$ cat src/rtl/accumulator_pkg.sv
// Shared types and constants for the accumulator load-stream source.
package accumulator_pkg;

    typedef enum logic [1:0] {
        S_IDLE   = 2'd0,
        S_STREAM = 2'd1,
        S_WAIT   = 2'd2,
        S_DONE   = 2'd3
    } state_e;

    localparam logic [15:0] LFSR_TAPS        = 16'hB400;
    localparam int          DEFAULT_DATA_W   = 32;
    localparam int          DEFAULT_SAMPLE_W = 16;

    // One step of the 16-bit right-shifting Galois LFSR.
    function automatic logic [15:0] lfsr_next(input logic [15:0] s);
        return (s >> 1) ^ (s[0] ? LFSR_TAPS : 16'h0000);
    endfunction

endpackage

$ cat src/rtl/accumulator_load_source_if.sv
// Accumulator data bus: samples flow out on load, the checked sum returns on result.
interface accumulator_load_source_if #(
    parameter int DATA_W = 32
);
    logic [DATA_W-1:0] load;
    logic [DATA_W-1:0] result;
    logic              result_valid;

    // Source side: drives samples, observes the accumulator result.
    modport master (
        output load,
        input  result,
        input  result_valid
    );

    // Accumulator side: consumes samples, reports its result.
    modport slave (
        input  load,
        output result,
        output result_valid
    );
endinterface

$ cat src/rtl/lfsr16.sv
// 16-bit Galois LFSR; a zero seed is replaced by 1 so the register never locks up.
module lfsr16
    import accumulator_pkg::*;
(
    input  logic        clk,
    input  logic        reset,
    input  logic [15:0] seed,
    input  logic        advance,
    output logic [15:0] value
);

    logic [15:0] value_q;
    logic [15:0] value_d;

    // Next LFSR value, used only when advance is asserted.
    always_comb begin
        value_d = lfsr_next(value_q);
    end

    // Shift register: re-seeds on reset, steps on advance.
    always_ff @(posedge clk) begin
        // NOTE: sequential state is updated with non-blocking assignments so every
        // register samples pre-edge values regardless of block ordering.
        if (reset) begin
            value_q <= (seed == 16'h0000) ? 16'h0001 : seed;
        end else if (advance) begin
            value_q <= value_d;
        end
    end

    assign value = value_q;

endmodule

$ cat src/rtl/accumulator_load_source.sv
// Hardware stimulus source for the accumulator: streams COUNT LFSR samples on
// load, keeps a golden sum, then checks the accumulator's result against it.
module accumulator_load_source
    import accumulator_pkg::*;
#(
    parameter int          DATA_W   = DEFAULT_DATA_W,
    parameter int          SAMPLE_W = DEFAULT_SAMPLE_W,
    parameter int          COUNT    = 1023,
    parameter logic [15:0] SEED     = 16'h0001,
    parameter int          TIMEOUT  = 4096
) (
    input  logic                      clk,
    input  logic                      reset,
    input  logic                      start,
    accumulator_load_source_if.master acc,
    output logic                      busy,
    output logic                      done,
    output logic                      pass,
    output logic                      timed_out,
    output logic [DATA_W-1:0]         expected_sum
);

    localparam int CNT_W = $clog2(COUNT + 1);
    localparam int TO_W  = (TIMEOUT > 1) ? $clog2(TIMEOUT) : 1;
    localparam logic [CNT_W-1:0] COUNT_LAST   = CNT_W'(COUNT);
    localparam logic [TO_W-1:0]  TIMEOUT_LAST = TO_W'(TIMEOUT - 1);

    state_e            state_q, state_d;
    logic [DATA_W-1:0] load_q, load_d;
    logic [DATA_W-1:0] sum_q, sum_d;
    logic [CNT_W-1:0]  cnt_q, cnt_d;
    logic [TO_W-1:0]   tcnt_q, tcnt_d;
    logic              pass_q, pass_d;
    logic              to_q, to_d;

    logic [15:0]       lfsr_value;
    logic              lfsr_advance;
    logic [DATA_W-1:0] sample;
    logic              start_ok;
    logic              stream_end;
    logic              wait_expire;

    lfsr16 u_lfsr (
        .clk     (clk),
        .reset   (reset),
        .seed    (SEED),
        .advance (lfsr_advance),
        .value   (lfsr_value)
    );

    assign sample      = DATA_W'(lfsr_value[SAMPLE_W-1:0]);
    assign start_ok    = start && (state_q == S_IDLE || state_q == S_DONE);
    assign stream_end  = (cnt_q == COUNT_LAST);
    assign wait_expire = (tcnt_q == TIMEOUT_LAST);

    // State and datapath registers; reset abandons any run in progress.
    always_ff @(posedge clk) begin
        if (reset) begin
            state_q <= S_IDLE;
            load_q  <= '0;
            sum_q   <= '0;
            cnt_q   <= '0;
            tcnt_q  <= '0;
            pass_q  <= 1'b0;
            to_q    <= 1'b0;
        end else begin
            state_q <= state_d;
            load_q  <= load_d;
            sum_q   <= sum_d;
            cnt_q   <= cnt_d;
            tcnt_q  <= tcnt_d;
            pass_q  <= pass_d;
            to_q    <= to_d;
        end
    end

    // Next-state logic; start is honoured only in IDLE and DONE.
    always_comb begin
        // NOTE: every combinational output gets a default first so no path
        // leaves it unassigned, which would otherwise infer a latch.
        state_d = state_q;
        case (state_q)
            S_IDLE, S_DONE: if (start_ok) state_d = S_STREAM;
            S_STREAM:       if (stream_end) state_d = S_WAIT;
            S_WAIT:         if (acc.result_valid || wait_expire) state_d = S_DONE;
            default:        state_d = S_IDLE;
        endcase
    end

    // Datapath: sample emission, golden sum, timeout and result check.
    always_comb begin
        load_d       = load_q;
        sum_d        = sum_q;
        cnt_d        = cnt_q;
        tcnt_d       = tcnt_q;
        pass_d       = pass_q;
        to_d         = to_q;
        lfsr_advance = 1'b0;
        case (state_q)
            S_IDLE, S_DONE: begin
                if (start_ok) begin
                    load_d       = sample;
                    sum_d        = sample;
                    cnt_d        = CNT_W'(1);
                    lfsr_advance = 1'b1;
                    pass_d       = 1'b0;
                    to_d         = 1'b0;
                end
            end
            S_STREAM: begin
                if (stream_end) begin
                    load_d = '0;
                    tcnt_d = '0;
                end else begin
                    load_d       = sample;
                    sum_d        = sum_q + sample;
                    cnt_d        = cnt_q + CNT_W'(1);
                    lfsr_advance = 1'b1;
                end
            end
            S_WAIT: begin
                if (acc.result_valid) begin
                    pass_d = (acc.result == sum_q);
                end else if (wait_expire) begin
                    to_d   = 1'b1;
                    pass_d = 1'b0;
                end else begin
                    tcnt_d = tcnt_q + TO_W'(1);
                end
            end
            default: load_d = '0;
        endcase
    end

    assign acc.load     = load_q;
    assign busy         = (state_q == S_STREAM) || (state_q == S_WAIT);
    assign done         = (state_q == S_DONE);
    assign pass         = pass_q;
    assign timed_out    = to_q;
    assign expected_sum = sum_q;

endmodule
$ cat src/flat_wrapper.sv
// flat-port wrapper written by rule: the top's interface ports become plain ports
module accumulator_load_source_flat import accumulator_pkg::*;
#(
    parameter int          DATA_W   = DEFAULT_DATA_W,
    parameter int          SAMPLE_W = DEFAULT_SAMPLE_W,
    parameter int          COUNT    = 1023,
    parameter logic [15:0] SEED     = 16'h0001,
    parameter int          TIMEOUT  = 4096
)
  (clk, reset, start, busy, done, pass, timed_out, expected_sum, acc_load, acc_result, acc_result_valid);
  accumulator_load_source_if #(.DATA_W(DATA_W)) acc_i ();
  input  logic clk;
  input  logic reset;
  input  logic start;
  output logic busy;
  output logic done;
  output logic pass;
  output logic timed_out;
  output logic [DATA_W-1:0] expected_sum;
  output wire logic [$bits(acc_i.load)-1:0] acc_load;
  input wire logic [$bits(acc_i.result)-1:0] acc_result;
  input wire logic [$bits(acc_i.result_valid)-1:0] acc_result_valid;
  assign acc_load = acc_i.load;
  assign acc_i.result = acc_result;
  assign acc_i.result_valid = acc_result_valid;
  accumulator_load_source #(.DATA_W(DATA_W), .SAMPLE_W(SAMPLE_W), .COUNT(COUNT), .SEED(SEED), .TIMEOUT(TIMEOUT)) u_core (.clk(clk), .reset(reset), .start(start), .acc(acc_i), .busy(busy), .done(done), .pass(pass), .timed_out(timed_out), .expected_sum(expected_sum));
endmodule
$ cat config.mk
export PLATFORM = sky130hd
export DESIGN_NAME = accumulator_load_source_flat
export DESIGN_NICKNAME = d
export VERILOG_FILES = /design/src/rtl/accumulator_pkg.sv /design/src/rtl/accumulator_load_source_if.sv /design/src/rtl/lfsr16.sv /design/src/rtl/accumulator_load_source.sv /design/src/flat_wrapper.sv
export SDC_FILE = /design/constraint.sdc
export NUM_CORES = 1
export LEC_CHECK = 0
export ABC_AREA = 1
export BUFFER_PORTS_ARGS = -buffer_cell sky130_fd_sc_hd__clkbuf_2
export CAP_MARGIN = 20
export CORE_ASPECT_RATIO = 1.5
export CORE_MARGIN = 8
export CORE_UTILIZATION = 30
export DETAILED_ROUTE_END_ITERATION = 10
export GPL_TIMING_DRIVEN = 0
export SETUP_SLACK_MARGIN = 0.05
export SKIP_CTS_REPAIR_TIMING = 1
export SLEW_MARGIN = 20
export SYNTH_ARGS = -nofsm -noshare
export SYNTH_HDL_FRONTEND = slang
export SYNTH_SLANG_ARGS = --single-unit
$ cat constraint.sdc
create_clock -name clk -period 1.9 [get_ports clk]
set_clock_uncertainty 0.1 [all_clocks]
set_input_delay 0.19 -clock clk [delete_from_list [all_inputs] [get_ports clk]]
set_output_delay 0.19 -clock clk [all_outputs]
set_load 0.01 [all_outputs]
==> metrics.md, run 1 <==
| Metric | Value |
|---|---|
| Failing checks | negative setup slack |
| Number of port buffers | 86 |
| Number of global-route vias before repair | 5789 |
| First-pass iteration count of the detailed router | 4 |
| Mapped Cells | 930 |
| Num CTS Buffers | 9 |
| Crit path max fanout | 3 |
| Max VDD drop | 0.000543 V |
| Starting density of the core | 30.3% |
| Post-synthesis compound-gate area fraction | 13.6% |
| Initial DRC count | 366 |
| DR WL met2 | 10400 um |
| CTS tree | yes |
| Fin nets | 1124 |
| Fill cells | 2027 |
| Max Root-Sink Buffers | 2 |
| Hpwl dp | 15100 um |
| P_leak | 0.00343 uW |
| Number of core rows | 63 |
| CTS root buf | clkbuf_16 |
| Initial antenna violation count | 1 |
| Final wirelength | 19500 um |
| Layout cells sized above 1 | 28.7% |
| DR vias/cell | 4.73 |
| MaxCap Viol Count | 0 |
| Cell area after synthesis | 5950 sq um |
| Pwr/cell area | 1270 nW/um^2 |
| Met3 wire length | 979 um |
| Dpl cells | 1291 |
| Fmax | 506 MHz |
| Max-slew headroom | 63.9% |
| XOR/XNOR share of the synthesized area | 4.12% |
| Avg Inst Size Synth | 6.40 sq um |
| RePlAce Congestion | 0.948 |
| Chip width | 131 um |
| Synth top area cells | dfxtp_1 (30%), nand2_1 (15%), inv_1 (7.0%), a21oi_1 (6.7%), nor2_1 (6.6%) |
| Mux share of post-synthesis cell area | 0% |
| Synth Register Bits | 90 |
| ANT cells | 0 |
| Pre-CTS worst setup slack | -271 ps |
| GR Util All Layers | 15.1% |
| CP Data Arrival Time | 2150 ps |
| Status | complete, but fails checks |
| First-pass GRT wire length | 29600 um |
| Die Footprint | 24700 sq um |
| Worst setup EP type | flip-flop |
| Worst Path Required | 2080 ps |
| Max Used Layer | met5 |
| Post-DRT Antenna Nets | 0 |
| WL met1 | 7500 um |
| Min Tclk post-route | 1980 ps |
| Post-synthesis cell type count | 42 |
| Worst slew pin tran | 541 ps |
| Die Ht | 188 um |
| Max Slew Vio Count | 0 |
| Endpoints failing setup | 11 |
| Largest family of logic cells by synthesized area | simple AND/OR/NAND/NOR gates |
| Seq/Total Area, Yosys | 30.3% |
| Adder-cell share of the synthesized area | 4.96% |
| Post-synth top area share | 30.3% |
| Worst Setup Start Kind | flip-flop |
| Clock sink count | 90 |
| Final cycle utilization of the critical path | 104% |
| DRC viols | 0 |
| Max H-tree Level | 3 |
| Routed wire per std cell | 14.6 um |
| Hold Path Class | in -> reg |
| RSZ-0062 raised after global routing | yes |
| Gr ovfl total | 0 |
| P&R area growth vs syn | 33.2% |
| Synth warnings | 0 |
| Yosys top cell by area | dfxtp_1 |
| Critical path type | reg -> reg |
| Placeable Area | 19600 sq um |
| Via count | 6285 |
| Final worst slack | -76.1 ps |
| Clk Latency, worst-skew pair | 340 ps |
| Layout Cells excl Fill | 1330 |
| Simple-gate share of the synthesized area | 34.7% |
| Clock-pin slew on the worst setup and hold paths | 70 ps |
| Ports | 104 |
| Fin. Hold Viols | 0 |
| Largest net degree at the start of global routing | 18 |
-- worst paths after layout --
path,startpoint,endpoint,slack (ps),cells after the start
max,u_core.expected_sum[0],u_core.expected_sum[14],-80,12
min,acc_result_valid,u_core.timed_out,100,4
max reg2reg,u_core.expected_sum[0],u_core.expected_sum[14],-80,12
min reg2reg,u_core.cnt_q[8],u_core.cnt_q[8],360,2
-- worst max-delay path, cell delays in order, from the launching register on --
cell     delay (ps)
dfxtp_4         350
ha_4            170
fa_2            410
nand2_1          80
nand3_1          80
nand2_2         140
o21ai_4          90
buf_6           120
nand2_2          50
nand2_1          50
nand2_1          70
nand3_2          60
a21oi_1         150
-- sequential cells by signal, summed over array words and instances (netlist names) --
register	flops
u_core.u_lfsr.value	16
u_core.cnt_q	10
u_core.tcnt_q	12
u_core.acc.load	16
u_core.timed_out	1
u_core.expected_sum	32
u_core.state_q	2
u_core.pass	1
-- where the power goes --
part           internal, uW  leakage, uW  total [uW]  switching [uW]
clock network           917     0.000134        1760             843
registers              2450     0.000753        3040             598
logic                  2290      0.00254        5280            2990
-- cell usage in the layout (no fill, tap or decap), types with 6 or more instances in the layout --
cell,instances
xnor2_1,19
nor2_1,92
inv_1,108
clkbuf_1,8
nor3_1,14
nand2_2,17
dfxtp_2,20
dfxtp_1,54
nand3_2,9
clkbuf_2,88
nand2_1,223
conb_1,16
nand3b_1,11
nor2_4,7
ha_4,17
nand4_1,12
nor2_2,9
a21oi_1,70
dfxtp_4,16
buf_6,8
inv_2,6
nand3_1,48
or2_2,10
a21oi_2,10
xor2_1,9
buf_4,41
clkbuf_16,10
o21ai_0,56
-- synthesized netlist by cell type --
cell,n
a31oi_1,2
nor2_4,1
nor3_1,16
nand2_4,1
buf_8,1
nand2_2,6
xor2_1,9
dfxtp_1,90
buf_4,19
buf_6,4
and3_1,1
nand3b_1,11
nand4_4,1
nand3_1,57
nor4_1,2
ha_1,22
and2_1,1
fa_1,1
nor3_2,2
nand2_1,239
o21ai_0,59
or2_2,11
inv_1,111
o22ai_1,1
nor2_2,3
a21oi_2,1
o21ai_2,3
a21oi_1,80
a211oi_1,3
conb_1,1
xnor2_1,19
o211ai_1,1
o21ai_1,2
buf_2,9
o21bai_1,1
nand3_2,3
clkbuf_1,12
or2_0,2
nand4_1,12
nor2_1,104
inv_2,5
o211a_1,1
-- routing by layer --
metal	track usage [%]	vias up
met5	0	-
met4	5.45	2
met3	2.49	35
met2	28.2	147
met1	16.4	2879
li1	-	3222
-- per-stage QoR --
| step | hold slack (ps) | total power, uW | setup TNS (ps) | cell area (sq um) | utilization (%) |
|---|---|---|---|---|---|
| floorplan | 284 | 5760 | 0 | 6040 | - |
| global placement | 337 | 7120 | -5770 | 6800 | 34.6 |
| detailed placement | 342 | 7160 | -6130 | 6800 | 34.6 |
| CTS | 99.0 | 8930 | -6920 | 7080 | 36.1 |
| global route | 134 | 10800 | -2860 | 7920 | 40.4 |
| finish | 102 | 10100 | -506 | 7920 | 40.4 |
-- cells by family after synthesis --
| group | count (synthesis) |
|---|---|
| adder cells (fa/ha/maj) | 23 |
| AND/OR/NAND/NOR | 473 |
| other | 1 |
| flip-flops | 90 |
| AO/OA/AOI/OAI | 154 |
| XOR/XNOR | 28 |
| buffers and inverters | 161 |
-- cell type report --
class	count	area [sq um]	area share, %
Sequential cell	90	1890	23.8
Inverter	116	450	5.69
Tap cell	260	325	4.11
Buffer	44	365	4.61
Timing Repair Buffer	110	632	7.98
Clock inverter	6	55.1	0.695
Multi-Input combinational cell	694	3980	50.2
Clock buffer	10	229	2.89
Power figures use the tool's default switching activity.
==> run 2: changes to the inputs <==
REMOVE_ABC_BUFFERS = 1   (was default)
==> run 2 against run 1 <==
Wire length down 0.38%. Utilization up 0.88 points. The flow still finishes with violations (negative setup slack). Setup slack improved by 43 ps. Sequential power is 2% lower. Largest power group unchanged. Critical path depth fell by 1. Highest routed layer is now met4. Die area unchanged. Cell count fell by 0.90%.
==> metrics.md, run 2 (synthesized netlist as in run 1, its figures left out) <==
| Metric | Value |
|---|---|
| Critical path type | reg -> reg |
| Clock-pin slew on the worst setup and hold paths | 70 ps |
| Max H-tree Level | 3 |
| Routed wire per std cell | 14.7 um |
| Hold WS | 86.6 ps |
| Worst Setup Start Kind | flip-flop |
| Die Ht | 188 um |
| Most used cell, CP | nand3_2 |
| CTS tree | yes |
| Max Slew Vio Count | 0 |
| DRC viols | 0 |
| Starting density of the core | 30.3% |
| Critical path origin | u_core.u_lfsr.value[0] |
| Clk Latency, worst-skew pair | 340 ps |
| Crit-path cells | ha_4 > fa_2 > nand2_2 > nand3_2 > nand2_4 > o21ai_4 > or2_4 > nand3_2 > nand3_2 > nand2_1 > inv_1 |
| Final wirelength | 19400 um |
| Status | complete, but fails checks |
| Pwr/cell area | 1320 nW/um^2 |
| Most common cell after layout, fill and taps aside | nand2_1 |
| DR vias/cell | 4.79 |
| Initial antenna violation count | 0 |
| Hold Path Class | in -> reg |
| Placed cell areas | 6470 sq um |
| Crit path max-delay cell type | fa_2 |
| Largest net degree at the start of global routing | 49 |
| Max-slew headroom | 47.3% |
| Gr ovfl total | 0 |
| Clock sink count | 90 |
| MaxCap Viol Count | 0 |
| Hpwl dp | 13100 um |
| Num CTS Buffers | 9 |
| Final worst slack | -33.5 ps |
| RePlAce Congestion | 0.863 |
| ANT cells | 0 |
| P&R area growth vs syn | 36.1% |
| Final cycle utilization of the critical path | 102% |
| Chip width | 131 um |
| Largest register FFs | 32 |
| Post-DRT Antenna Nets | 0 |
| CP Data Arrival Time | 2080 ps |
| Worst Path Required | 2040 ps |
| Worst slew pin tran | 789 ps |
| Initial DRC count | 361 |
| CTS root buf | clkbuf_16 |
| Via count | 6311 |
| Most used routing layer | met2 |
| Met3 GRT Util | 1.78% |
| Number of core rows | 63 |
| Number of port buffers | 87 |
| Fin. Hold Viols | 0 |
| RR Startpoint | u_core.u_lfsr.value[0] |
| Cell area after layout | 8090 sq um |
| P_leak | 0.00342 uW |
| GR Util All Layers | 13.8% |
| Crit path largest cell delay | 410 ps |
| Pre-CTS worst setup slack | -1490 ps |
| Endpoints failing setup | 3 |
| Layout cells sized above 1 | 32.5% |
| GR Util met2 | 24.3% |
| Max Root-Sink Buffers | 2 |
| Fin util | 41.2% |
| Power Total | 10700 uW |
| Hold path start | acc_result_valid |
| Crit path max fanout | 4 |
| Min Tclk post-route | 1930 ps |
| Fin nets | 1114 |
| Number of global-route vias before repair | 5758 |
| Max VDD drop | 0.000578 V |
| Placeable Area | 19600 sq um |
| Ports | 104 |
| Failing checks | negative setup slack |
| Leading cell types in the layout, fill and taps excluded | nand2_1 (208), inv_1 (99), clkbuf_2 (87), nor2_1 (85), a21oi_1 (72) |
| Routing usage on met1 | 16.5% |
| Die Footprint | 24700 sq um |
| Worst setup EP type | flip-flop |
| First-pass iteration count of the detailed router | 4 |
| Fill cells | 1999 |
| Fmax | 517 MHz |
| First-pass GRT wire length | 27500 um |
| RSZ-0062 raised after global routing | yes |
-- run 2: cell types whose count changed in the layout (fill, tap and decap cells not counted), sizes merged --
cell / before / now
clkbuf: 107 / 97
buf: 57 / 50
clkinvlp: 2 / 4
inv: 119 / 117
nand2: 246 / 248
bufinv: 0 / 1
clkinv: 1 / 2
o21ai: 64 / 65
-- run 2: area by class of cell --
class | count | area [sq um] | area share (%)
repair inverters | 4 | 36.3 | 0.448
clock buffers | 10 | 229 | 2.83
clock inverters | 4 | 53.8 | 0.665
inverters | 116 | 483 | 5.97
flip-flops and latches | 90 | 1890 | 23.4
multi-input cells | 697 | 4200 | 51.8
well taps | 260 | 325 | 4.02
repair buffers | 137 | 877 | 10.8
-- run 2: critical path: cells and delay by family (launching register included) --
kind / cells / cell delay [ps]
flops: 1 / 370
compound gates: 1 / 80
fa+ha+maj: 2 / 580
buf+inv: 1 / 30
simple gates: 7 / 670
-- run 2: metrics by stage --
| stage | TNS, ps | instances |
|---|---|---|
| 4_1_cts | -82510 | 1261 |
| 6_report | -58.0 | 1318 |
| 3_5_place_dp | -82120 | 1247 |
| 2_1_floorplan | -17950 | 900 |
| 5_1_grt | -698 | 1318 |
| 3_3_place_gp | -83210 | 1247 |
-- run 2: where the power goes --
group	total, uW	internal, uW	leakage (uW)	switching (uW)
clock	1790	1010	0.000131	774
sequential	2990	2460	0.000755	533
combinational	5920	2550	0.00254	3370
total	10700	6010	0.00342	4680
-- run 2: path summary, 6_finish.rpt --
path                                               end  slack (ps)  cells after the start
worst max-delay path            u_core.expected_sum[6]         -30                     11
worst min-delay path                  u_core.timed_out          90                      4
worst max register to register  u_core.expected_sum[6]         -30                     11
worst min register to register         u_core.cnt_q[8]         350                      2
-- run 2: metal layers --
metal  vias to the layer above  share of wire [%]
li1                       3204                  -
met1                      2947                 42
met2                       141                 52
met3                        19                4.0
met4                         0                1.7
met5                         -                  0
